$ cat src/rtl/uart_txrx_p.sv
// rtl/uart_txrx_p.sv - full-duplex UART with register-mapped control, baud divider and oversampled receiver
module uart_txrx_p #(
    parameter int DATA_W = 8,
    parameter int DIV_W  = 16,
    parameter int OSR    = 16
) (
    input  logic              sys_clk,
    input  logic              sys_rstn,
    input  logic              uart_con_wr,
    input  logic              uart_baud_wr,
    input  logic              uart_txbuf_wr,
    input  logic              uart_rxbuf_rd,
    input  logic [15:0]       icb_wdat,
    input  logic              uart_rx,
    output logic [15:0]       uart_con,
    output logic [DIV_W-1:0]  uart_baud,
    output logic [15:0]       uart_rxbuf,
    output logic              uart_tx,
    output logic              uart_int
);

    localparam int OSR_W = $clog2(OSR);
    localparam int CNT_W = $clog2(DATA_W + 1);
    localparam logic [CNT_W-1:0] CNT_LAST = CNT_W'(DATA_W - 1);
    localparam logic [OSR_W-1:0] OSR_LAST = OSR_W'(OSR - 1);
    localparam logic [OSR_W-1:0] OSR_HALF = OSR_W'(OSR / 2 - 1);

    typedef enum logic [2:0] {ST_IDLE, ST_START, ST_DATA, ST_PARITY, ST_STOP} state_t;

    logic en, txie, rxie, prty_en, prty_odd, stop2;
    logic txpnd, rxpnd, ovr, err;

    state_t             tx_state, tx_next;
    logic [CNT_W-1:0]   tx_cnt, tx_cnt_nxt;
    logic [DIV_W-1:0]   tx_div;
    logic [OSR_W-1:0]   tx_osr;
    logic [DATA_W-1:0]  tx_data, tx_shift;
    logic               tx_tick, tx_bit_end, tx_start, tx_done, tx_line_nxt;
    logic [CNT_W-1:0]   stop_last;

    state_t             rx_state, rx_next;
    logic [CNT_W-1:0]   rx_cnt, rx_cnt_nxt;
    logic [DIV_W-1:0]   rx_div;
    logic [OSR_W-1:0]   rx_osr;
    logic [DATA_W-1:0]  rx_data;
    logic               rx_s1, rx_s2, rx_d, rx_fall, rx_perr;
    logic               rx_tick, rx_sample, rx_done, rx_clr;

    always_ff @(posedge sys_clk or negedge sys_rstn) begin
        if (!sys_rstn) begin
            {stop2, prty_odd, prty_en, rxie, txie, en} <= '0;
            uart_baud <= '0;
        end else begin
            if (uart_con_wr)
                {stop2, prty_odd, prty_en, rxie, txie, en} <= icb_wdat[5:0];
            if (uart_baud_wr)
                uart_baud <= icb_wdat[DIV_W-1:0];
        end
    end

    assign stop_last  = {{(CNT_W-1){1'b0}}, stop2};
    assign tx_tick    = (tx_div == uart_baud);
    assign tx_bit_end = tx_tick && (tx_osr == OSR_LAST);
    assign tx_start   = uart_txbuf_wr && en && (tx_state == ST_IDLE);

    always_comb begin
        tx_next     = tx_state;
        tx_cnt_nxt  = tx_cnt;
        tx_done     = 1'b0;
        tx_line_nxt = 1'b1;
        if (!en) begin
            tx_next    = ST_IDLE;
            tx_cnt_nxt = '0;
        end else begin
            case (tx_state)
                ST_IDLE:   if (uart_txbuf_wr) tx_next = ST_START;
                ST_START:  if (tx_bit_end) begin
                               tx_next    = ST_DATA;
                               tx_cnt_nxt = '0;
                           end
                ST_DATA:   if (tx_bit_end) begin
                               if (tx_cnt == CNT_LAST) begin
                                   tx_next    = prty_en ? ST_PARITY : ST_STOP;
                                   tx_cnt_nxt = '0;
                               end else begin
                                   tx_cnt_nxt = tx_cnt + 1'b1;
                               end
                           end
                ST_PARITY: if (tx_bit_end) tx_next = ST_STOP;
                ST_STOP:   if (tx_bit_end) begin
                               if (tx_cnt == stop_last) begin
                                   tx_next    = ST_IDLE;
                                   tx_cnt_nxt = '0;
                                   tx_done    = 1'b1;
                               end else begin
                                   tx_cnt_nxt = tx_cnt + 1'b1;
                               end
                           end
                default:   tx_next = ST_IDLE;
            endcase
        end
        // The serial line is registered, so it is derived from the upcoming state.
        tx_shift = tx_data >> tx_cnt_nxt;
        case (tx_next)
            ST_START:  tx_line_nxt = 1'b0;
            ST_DATA:   tx_line_nxt = tx_shift[0];
            ST_PARITY: tx_line_nxt = (^tx_data) ^ prty_odd;
            default:   tx_line_nxt = 1'b1;
        endcase
    end

    always_ff @(posedge sys_clk or negedge sys_rstn) begin
        if (!sys_rstn) begin
            tx_state <= ST_IDLE;
            tx_cnt   <= '0;
            tx_div   <= '0;
            tx_osr   <= '0;
            tx_data  <= '0;
            uart_tx  <= 1'b1;
            txpnd    <= 1'b0;
        end else begin
            tx_state <= tx_next;
            tx_cnt   <= tx_cnt_nxt;
            uart_tx  <= tx_line_nxt;
            if (tx_start)
                tx_data <= icb_wdat[DATA_W-1:0];
            if (!en || tx_state == ST_IDLE) begin
                tx_div <= '0;
                tx_osr <= '0;
            end else if (tx_tick) begin
                tx_div <= '0;
                tx_osr <= tx_bit_end ? '0 : tx_osr + 1'b1;
            end else begin
                tx_div <= tx_div + 1'b1;
            end
            if (tx_done)
                txpnd <= 1'b1;
            else if (tx_start || (uart_con_wr && icb_wdat[10]))
                txpnd <= 1'b0;
        end
    end

    assign rx_fall   = rx_d && !rx_s2;
    assign rx_tick   = (rx_div == uart_baud);
    assign rx_sample = rx_tick && (rx_osr == ((rx_state == ST_START) ? OSR_HALF : OSR_LAST));
    assign rx_clr    = uart_rxbuf_rd || (uart_con_wr && icb_wdat[11]);

    always_comb begin
        rx_next    = rx_state;
        rx_cnt_nxt = rx_cnt;
        rx_done    = 1'b0;
        if (!en) begin
            rx_next    = ST_IDLE;
            rx_cnt_nxt = '0;
        end else begin
            case (rx_state)
                ST_IDLE:   if (rx_fall) rx_next = ST_START;
                ST_START:  if (rx_sample) begin
                               rx_next    = rx_s2 ? ST_IDLE : ST_DATA;
                               rx_cnt_nxt = '0;
                           end
                ST_DATA:   if (rx_sample) begin
                               if (rx_cnt == CNT_LAST) begin
                                   rx_next    = prty_en ? ST_PARITY : ST_STOP;
                                   rx_cnt_nxt = '0;
                               end else begin
                                   rx_cnt_nxt = rx_cnt + 1'b1;
                               end
                           end
                ST_PARITY: if (rx_sample) rx_next = ST_STOP;
                ST_STOP:   if (rx_sample) begin
                               rx_next = ST_IDLE;
                               rx_done = 1'b1;
                           end
                default:   rx_next = ST_IDLE;
            endcase
        end
    end

    always_ff @(posedge sys_clk or negedge sys_rstn) begin
        if (!sys_rstn) begin
            rx_s1      <= 1'b1;
            rx_s2      <= 1'b1;
            rx_d       <= 1'b1;
            rx_state   <= ST_IDLE;
            rx_cnt     <= '0;
            rx_div     <= '0;
            rx_osr     <= '0;
            rx_data    <= '0;
            rx_perr    <= 1'b0;
            rxpnd      <= 1'b0;
            ovr        <= 1'b0;
            err        <= 1'b0;
            uart_rxbuf <= '0;
        end else begin
            rx_s1    <= uart_rx;
            rx_s2    <= rx_s1;
            rx_d     <= rx_s2;
            rx_state <= rx_next;
            rx_cnt   <= rx_cnt_nxt;
            // The first sample happens half a bit in; later ones are a full bit apart.
            if (!en || rx_state == ST_IDLE) begin
                rx_div <= '0;
                rx_osr <= '0;
            end else if (rx_tick) begin
                rx_div <= '0;
                rx_osr <= rx_sample ? '0 : rx_osr + 1'b1;
            end else begin
                rx_div <= rx_div + 1'b1;
            end
            if (rx_state == ST_IDLE)
                rx_perr <= 1'b0;
            else if (rx_state == ST_PARITY && rx_sample)
                rx_perr <= rx_s2 ^ (^rx_data) ^ prty_odd;
            if (rx_state == ST_DATA && rx_sample)
                rx_data <= {rx_s2, rx_data[DATA_W-1:1]};
            if (rx_done && (!rxpnd || rx_clr))
                uart_rxbuf <= {{(16-DATA_W){1'b0}}, rx_data};
            if (rx_done)
                rxpnd <= 1'b1;
            else if (rx_clr)
                rxpnd <= 1'b0;
            if (rx_done && rxpnd && !rx_clr)
                ovr <= 1'b1;
            else if (uart_con_wr && icb_wdat[11])
                ovr <= 1'b0;
            if (rx_done && (!rx_s2 || rx_perr))
                err <= 1'b1;
            else if (uart_con_wr && icb_wdat[11])
                err <= 1'b0;
        end
    end

    assign uart_con = {err, ovr, rxpnd, txpnd, 4'b0000,
                       (rx_state != ST_IDLE), (tx_state != ST_IDLE),
                       stop2, prty_odd, prty_en, rxie, txie, en};
    assign uart_int = (txpnd && txie) || (rxpnd && rxie);

endmodule
$ cat config.mk
export PLATFORM = sky130hd
export DESIGN_NAME = uart_txrx_p
export DESIGN_NICKNAME = d
export VERILOG_FILES = /design/src/rtl/uart_txrx_p.sv
export SDC_FILE = /design/constraint.sdc
export NUM_CORES = 1
export LEC_CHECK = 0
export BUFFER_PORTS_ARGS = -buffer_cell sky130_fd_sc_hd__buf_2
export CORE_MARGIN = 8
export CORE_UTILIZATION = 35
export CTS_CLUSTER_DIAMETER = 40
export DETAILED_ROUTE_END_ITERATION = 8
export HOLD_SLACK_MARGIN = 0.02
export PLACE_DENSITY_LB_ADDON = 0.1
export SLEW_MARGIN = 40
export SYNTH_ARGS = -nofsm -noshare
export SYNTH_HDL_FRONTEND = slang
export SYNTH_SLANG_ARGS = --single-unit
$ cat constraint.sdc
create_clock -name sys_clk -period 3.35 [get_ports sys_clk]
set_clock_uncertainty 0.2 [all_clocks]
set_input_delay 0 -clock sys_clk [delete_from_list [all_inputs] [get_ports sys_clk]]
set_output_delay 0 -clock sys_clk [all_outputs]
set_load 0.01 [all_outputs]
# == Word-level counts from Yosys, hierarchy flattened ==
# Index checks and enable logic that the tools add are counted.
# op_classes
addsub,6
n_eq_ne,25
shifts,1
n_mux,59
bitwise,3
reduce_logical,41
# op_table
op,n
$mux 4,17
$mux 16,4
$mux 3,16
$add 16x1->16 const B,2
$eq 16x16->1,2
$pmux 3 s5,2
$eq 3x2->1 const B,6
$ne 3x3->1 const B,6
$add 4x1->4 const B,4
$mux 1,16
$reduce_xor 8->1,2
$logic_and 1x1->1,15
$reduce_bool 2->1,7
$pmux 4 s3,1
$eq 3x1->1 const B,3
$eq 4x3->1 const B,2
$pmux 4 s2,1
$shr 8x4->1,1
$logic_or 1x1->1,7
$eq 3x3->1 const B,2
$logic_not 3->1,2
$reduce_and 6->1,1
$reduce_bool 3->1,2
$eq 4x1->1,1
8 further kinds,13
# word_totals
ff_bits,109
inputBits,23
output_inout_bits,50

# == Longest topological paths before layout ==
# Gate-level depths: netlist (run 1).
# depth
ltp_word,10
depth_mapped,10
depth_no_buf,9

# == Least setup slack after synthesis (run 1) ==
# OpenSTA, ideal clock, no wires.
# synth_timing
path_kind,register to register
startpoint,register uart_baud[11]
endpoint,register uart_rxbuf[0]
setup_time_ps,128
t_arrival_ps,2246
required_time_ps,3022
setup_slack_ps,776
path_stages_with_launch,8
path_buffers,0
cell_sequence,dfrtp_1 -> xor2_1 -> nor4_1 -> nand4_1 -> nand2b_4 -> nor4_2 -> nand2_1 -> mux2_1
# synth_between
elab_chain_len,6
# synth_lines
item,line_no,text
from (decl),16,"output logic [DIV_W-1:0] uart_baud,"
from (signal assigned),57,uart_baud <= icb_wdat[DIV_W-1:0];
$eq 16x16->1,144,assign rx_tick = (rx_div == uart_baud);
$logic_and 1x1->1,145,assign rx_sample = rx_tick && (rx_osr == ((rx_state == ST_START) ? OSR_HALF : OSR_LAST));
$mux 1,171,ST_STOP: if (rx_sample) begin
$mux 1,156,case (rx_state)
$mux 1,152,if (!en) begin
$logic_and 1x1->1,217,if (rx_done && (!rxpnd || rx_clr))
to (signal assigned),218,"uart_rxbuf <= {{(16-DATA_W){1'b0}}, rx_data};"
to (decl),17,"output logic [15:0] uart_rxbuf,"
# No other way between the ends.
# A chain may end at the register's enable or synchronous reset.

# == Worst setup path in the final report (run 1) ==
# layout_timing
startpoint,register uart_baud[12]
endpoint,register uart_tx
# layout_between
elab_chain_len,7
word_cells_on_any_way,18
# layout_lines
item,line_no,text
$eq 16x16->1 *,62,assign tx_tick = (tx_div == uart_baud);
$logic_and 1x1->1 *,63,assign tx_bit_end = tx_tick && (tx_osr == OSR_LAST);
"$mux 4, on equally long branches","90, 77, 81",
$pmux 4 s3 *,75,case (tx_state)
$mux 4 *,71,if (!en) begin
named net tx_cnt_nxt[2],34,"logic [CNT_W-1:0] tx_cnt, tx_cnt_nxt;"
$shr 8x4->1 *,103,tx_shift = tx_data >> tx_cnt_nxt;
$pmux 1 s3 *,104,case (tx_next)
named net tx_line_nxt,38,"logic tx_tick, tx_bit_end, tx_start, tx_done, tx_line_nxt;"
to (signal assigned),124,uart_tx <= tx_line_nxt;
to (decl),18,"output logic uart_tx,"
# Mark *: on every way through the listed nets, which the timed path passes. The rest lies on a longest branch.

==> results of run 1 <==
## through the flow
step	cells	instance area, um2	util (%)	hold WS [ps]	setup WS, ps
after floorplan	542	5660	-	-496	776
after detailed placement	789	6070	38.5	-115	332
after global placement	789	6070	38.5	-119	405
after CTS	837	6680	42.4	44.8	304
final	837	6680	42.4	23.3	283
after global routing	837	6680	42.4	75.9	123
## synth_stat cells (5+ instances only)
cell type / instances
dfrtp_1: 105
nor2_1: 49
xor2_1: 46
nand2_1: 39
xnor2_1: 30
mux2_2: 28
nand3_1: 24
buf_4: 22
a21oi_1: 16
mux2_1: 16
o21ai_1: 14
inv_1: 13
o21ai_0: 11
clkbuf_1: 10
nor2b_1: 9
or3_1: 9
mux2i_1: 8
nor4_1: 8
ha_1: 6
nand2b_1: 6
nor3_1: 6
and2_1: 5
nand4_1: 5
## metal layers
layer,share of wire [%],vias to the layer above,global-route usage (%)
met1,49,1957,19.4
met4,1.1,0,3.47
met3,5.4,14,4.47
met5,0,-,0
met2,45,86,21.8
li1,-,1953,-
## critical path: cells and delay by family (launching register included)
family	cells	cell delay [ps]
AO/OA/AOI/OAI	2	420
XOR/XNOR	1	180
flip-flops	1	430
multiplexers	2	680
AND/OR/NAND/NOR	3	1080
## sequential cells by signal, summed over array words and instances (netlist names), 3 cells and up
signal,count
rx_div,16
tx_div,16
uart_baud,16
rx_data,8
tx_data,8
uart_rxbuf,8
rx_cnt,4
rx_osr,4
tx_cnt,4
tx_osr,4
rx_state,3
tx_state,3
## cells by family after synthesis
logic type                 after synthesis  share of synthesized area [%]
adders and majority gates                6                           1.34
DFF                                    109                           48.6
buffers and inverters                   47                           4.76
and+or+nand+nor                        181                           16.5
AOI/OAI and AO/OA                       57                           5.88
xor gates and xnor gates                76                           11.8
muxes                                   54                           11.0
other                                    1                         0.0667
## worst paths after layout
kind                                      startpoint                    end  slack, ps
setup / recovery           uart_baud[12]$_DFFE_PN0P_      uart_tx$_DFF_PN1_        280
hold / removal                              sys_rstn  tx_state[0]$_DFF_PN0_         20
setup reg to reg           uart_baud[12]$_DFFE_PN0P_      uart_tx$_DFF_PN1_        280
hold reg to reg                      rx_s1$_DFF_PN1_        rx_s2$_DFF_PN1_        160
max in group asynchronous                   sys_rstn        rx_s2$_DFF_PN1_       2130
min in group sys_clk                         uart_rx        rx_s1$_DFF_PN1_         80
## what timing repair did
item / 4_1_cts / 5_1_grt
setup endpoints to repair: 0 / 0
hold endpoints to repair: 127 / 0
hold buffers: 32 / 0
## power groups by stage
stage | registers, mW | logic, mW | clock network, mW
after floorplan | 1.47 | 0.303 | 0
after global placement | 1.49 | 0.430 | 0
after detailed placement | 1.50 | 0.428 | 0
after CTS | 1.47 | 0.464 | 1.14
after global routing | 1.48 | 0.508 | 1.18
final | 1.47 | 0.455 | 1.09
## final cells by class
class | instances | area (um2) | area share, %
clock buffer | 10 | 239 | 3.58
clock inverter | 6 | 58.8 | 0.880
inverter | 13 | 48.8 | 0.730
multi-input combinational | 386 | 2660 | 39.8
sequential | 109 | 2730 | 40.9
tap | 216 | 270 | 4.04
timing repair buffer | 97 | 673 | 10.1
==> run metrics, run 1 <==
status=finished, final reports clean; vias in the first global route=4072; f_max=roughly 0.33 GHz; Post-CTS Setup Bufs=0; Async SR Flop Fraction=100%; Hold Violations, Final=0; maxcap violations=0; grt ovf=0; Worst-Margin Slew=between 700 and 800 ps; post-synth cell types=between 50 and 60; Critical Path Max Stage Delay=around 530 ps; Tcrit/Tclk final=between 90% and 100%; EDFF count, synth=0; Flop pwr share=48.8%; antenna violations before repair=0; Synth Warn #=0; NetSw=about 0.86 mW; top cells by area, synth=dfrtp_1 47%, xor2_1 7.2%, mux2_2 5.6%; Resized Gates After CTS=0; Post-layout nets=approximately 650; I/O Buffers=60; total CTS buffers=9; sequential area share after synthesis=between 40 and 50%; global-route wire length before repair=between 20000 and 25000 um; largest net degree at the start of global routing=63; Int Power=between 2 and 2.5 mW; Fillers=roughly 1.5k; crit path kind=reg2reg; die width=143 um; DR vias/cell=4.79; worst-path cell chain=xor2_1, nor4_1, nand4_1, nand2b_1, mux2i_1, a21oi_1, mux4_2, o21ai_1; FF+latch count, synth=roughly 110; DR pass1 iterations=4; Setup TNS=0 ps; leading area contributor after synthesis=dfrtp_1; LEAKAGE=~3.0 nW; Power Density=451 nW/um2; maximum VDD drop=about 0.27 mV; RSZ-0062 raised after global routing=no; floorplan core area=roughly 16000 um2; Top FF cell, synth=dfrtp_1; Switching Fraction=between 20% and 30%; HP Class=in2async; Clock transition at path regs=80 ps; Slew HR=about half; combinational fraction of design power=~15%; synthesized instance count=roughly 530; final setup violating endpoints=0; DRC=0; Clock Tree Buf Depth=2; most frequent cells in the layout=105 x dfrtp_1, 59 x buf_2, 49 x nor2_1; drt total wl=approximately 14000 um; CP Data Required Time=between 3000 and 4000 ps; antenna cells=0; clock root buffer=clkbuf_16; crit-path max FO=6; die span in y=~140 um; Tot Pwr=3.01 mW; synthesized cell area=roughly 5600 um2; path depth of the worst reg2reg path=8; DRT antenna net count=0; DR iter-0 viols=217; RePlAce Congestion=~0.78; layout cell share with drive strength beyond 1=about a fifth; via count=approximately 4k; Synth top area share=a little under half; H-tree depth=3; # rows=46; slowest stage cell, crit path=mux4_2; critical path arrival=between 3000 and 4000 ps; leading cell type in the layout, fill and taps excluded=dfrtp_1; min Tclk post-route=~3000 ps; gr usage total=roughly 14%; routed length per instance=roughly 17 um; area added between synthesis and finish=18.9%; Clk pwr share=roughly 36%; DIE AREA=between 20000 and 25000 um2; HPWL after DPL=10300 um; clock latency on the worst-skew pair=360 ps; crit start category=flop; CP endpoint kind=flop; syn avg cell area=around 11 um2; # clock sinks=109; IO Pins=73; Slew Limit Fails=0; CTS tree=yes; Initial Util=35.6%
No activity file was read; power rests on OpenSTA's default activity.
==> run 2, diff against run 1 <==
RECOVER_POWER = 25   (was not set)
REMOVE_ABC_BUFFERS = 1   (was not set)
clock period = 3 ns   (was 3.35 ns; I/O delays follow)
==> run 2 against run 1 <==
  * Sequential power up 11%
  * Global-route usage shrank 0.25 points
  * Wire length shrank 2.1%
  * Hold slack better by 56 ps
  * Non-clock buffer count grew 3
  * Clock power up 10%
  * Critical path type unchanged
  * Largest power group unchanged
==> run metrics, run 2 (same netlist as run 1, synthesis figures left out) <==
antenna violations before repair=0 (unchanged); crit start category=flop; H-tree depth=3 (unchanged); Post-DP Area=6090 um2 (+0.37%); vias in the first global route=4040 (-0.79%); critical path arrival=2930 ps (-220 ps); clock latency on the worst-skew pair=360 ps (about the same); area added between synthesis and finish=18.7%; Worst-Margin Slew=1040 ps (+301 ps); leading cell type in the layout, fill and taps excluded=dfrtp_1; largest net degree at the start of global routing=69 (+9.5%); DIE AREA=20400 um2 (unchanged); routed length per instance=16.3 um (-2.5%); Slew Limit Fails=0 (unchanged); global-route wire length before repair=22200 um (-1.3%); HP Class=in2reg; RSZ-0062 raised after global routing=no; Min Hold Slack=78.8 ps (+55.6 ps); I/O Buffers=60 (unchanged); RePlAce Congestion=0.779 (about the same); f_max=0.353 GHz (+8.2%); CTS tree=yes; final setup violating endpoints=0 (unchanged); DR pass1 iterations=4 (unchanged); Power Density=503 nW/um2 (+11%); Hold Violations, Final=0 (unchanged); maxcap violations=0 (unchanged); clock root buffer=clkbuf_16; die span in y=143 um (unchanged); DRT antenna net count=0 (unchanged); drt total wl=13700 um (-2.1%); status=finished, final reports clean; antenna cells=0 (unchanged); Cells after DPL=792 (+0.38%); # rows=46 (unchanged); Fillers=1608 (+5.0%); Initial Util=35.6% (unchanged); CP Data Required Time=3090 ps (-340 ps); most frequent cells in the layout=105 x dfrtp_1, 49 x nor2_1, 46 x xor2_1; Slew HR=30.8% (-20 points); Post-layout nets=648 (+0.47%); total CTS buffers=9 (unchanged); crit path kind=reg2reg; crit-path max FO=5 (-1); final core occ=42.3% (-0.087 points); largest registers=rx_div (16), tx_div (16), uart_baud (16); # clock sinks=109 (unchanged); grt ovf=0 (unchanged); Setup TNS=0 ps (unchanged); LEAKAGE=2.92 nW (-3.4%); CP endpoint kind=flop; IO Pins=73 (unchanged); Clock Tree Buf Depth=2 (unchanged); min Tclk post-route=2840 ps (-231 ps); Tcrit/Tclk final=94.5% (+3.0 points); DR iter-0 viols=198 (-8.8%); floorplan core area=15800 um2 (unchanged); maximum VDD drop=0.272 mV (+1.9%); cell area after layout=6670 um2 (-0.21%); layout cell share with drive strength beyond 1=14.3% (-5.2 points); Clock transition at path regs=80 ps (about the same); die width=143 um (unchanged); via count=3947 (-1.6%); DRC=0 (unchanged); HPWL after DPL=10000 um (-2.7%); gr usage total=14.1% (-0.25 points); fin cells=840 (+0.36%); DR vias/cell=4.70 (-1.9%)
==> run 2: cell types whose count changed in the layout (fill, tap and decap cells not counted), sizes merged <==
cell and change:
buf -34, clkbuf +37, clkinv +2, clkinvlp -1, inv -1
==> run 2: path summary, 6_finish.rpt <==
check,startpoint,endpoint,slack [ps],depth (start not counted)
min in group asynchronous,sys_rstn,rx_perr$_DFFE_PN0P_,700,3
worst max register to register,uart_baud[3]$_DFFE_PN0P_,ovr$_DFFE_PN0P_,160,9
worst max-delay path,uart_baud[3]$_DFFE_PN0P_,ovr$_DFFE_PN0P_,160,9
worst min register to register,rx_s1$_DFF_PN1_,rx_s2$_DFF_PN1_,170,0
max in group asynchronous,sys_rstn,rxpnd$_DFFE_PN0P_,600,4
worst min-delay path,uart_rx,rx_s1$_DFF_PN1_,80,2
==> run 2: area by class of cell <==
type	instances	area, um2	area share, %
sequential	109	2730	41.0
tap	216	270	4.05
clock buffer	10	229	3.43
multi-input combinational	386	2680	40.2
inverter	13	48.8	0.732
clock inverter	6	62.6	0.938
timing repair buffer	100	648	9.72
==> run 2: worst max-delay path, cell delays in order, from the launching register on <==
cell and delay, ps:
dfrtp_1 470, xor2_1 190, nor4_1 310, nand4_1 220, nand2b_4 220, nor4_2 270
buf_4 170, a21oi_1 50, a21oi_1 110, dlygate4sd3_1 560
==> run 2: repair_timing <==
item                                    CTS  global route
hold buffers                             32             0
resized for setup                         0             3
endpoints found under the setup margin    0             2
hold endpoints to repair                146             0
setup buffers                             0             0
==> run 2: power breakdown <==
| group | internal, mW | switching [mW] |
|---|---|---|
| Combinational | 0.244 | 0.274 |
| Clock | 0.589 | 0.615 |
| Sequential | 1.54 | 0.0890 |
==> run 2: per-stage QoR <==
step	setup slack, ps	power (mW)
detailed placement	178	2.15
CTS	151	3.42
global route	16.8	3.52
finish	164	3.35
global placement	219	2.15
floorplan	249	1.95
==> run 2: per-layer routing <==
metal	up-vias	GRT usage, %	share of wire (%)
li1	1967	-	-
met1	1916	18.4	48
met2	57	22.2	46
met3	7	4.51	4.8
met4	0	3.64	1.1
met5	-	0	0
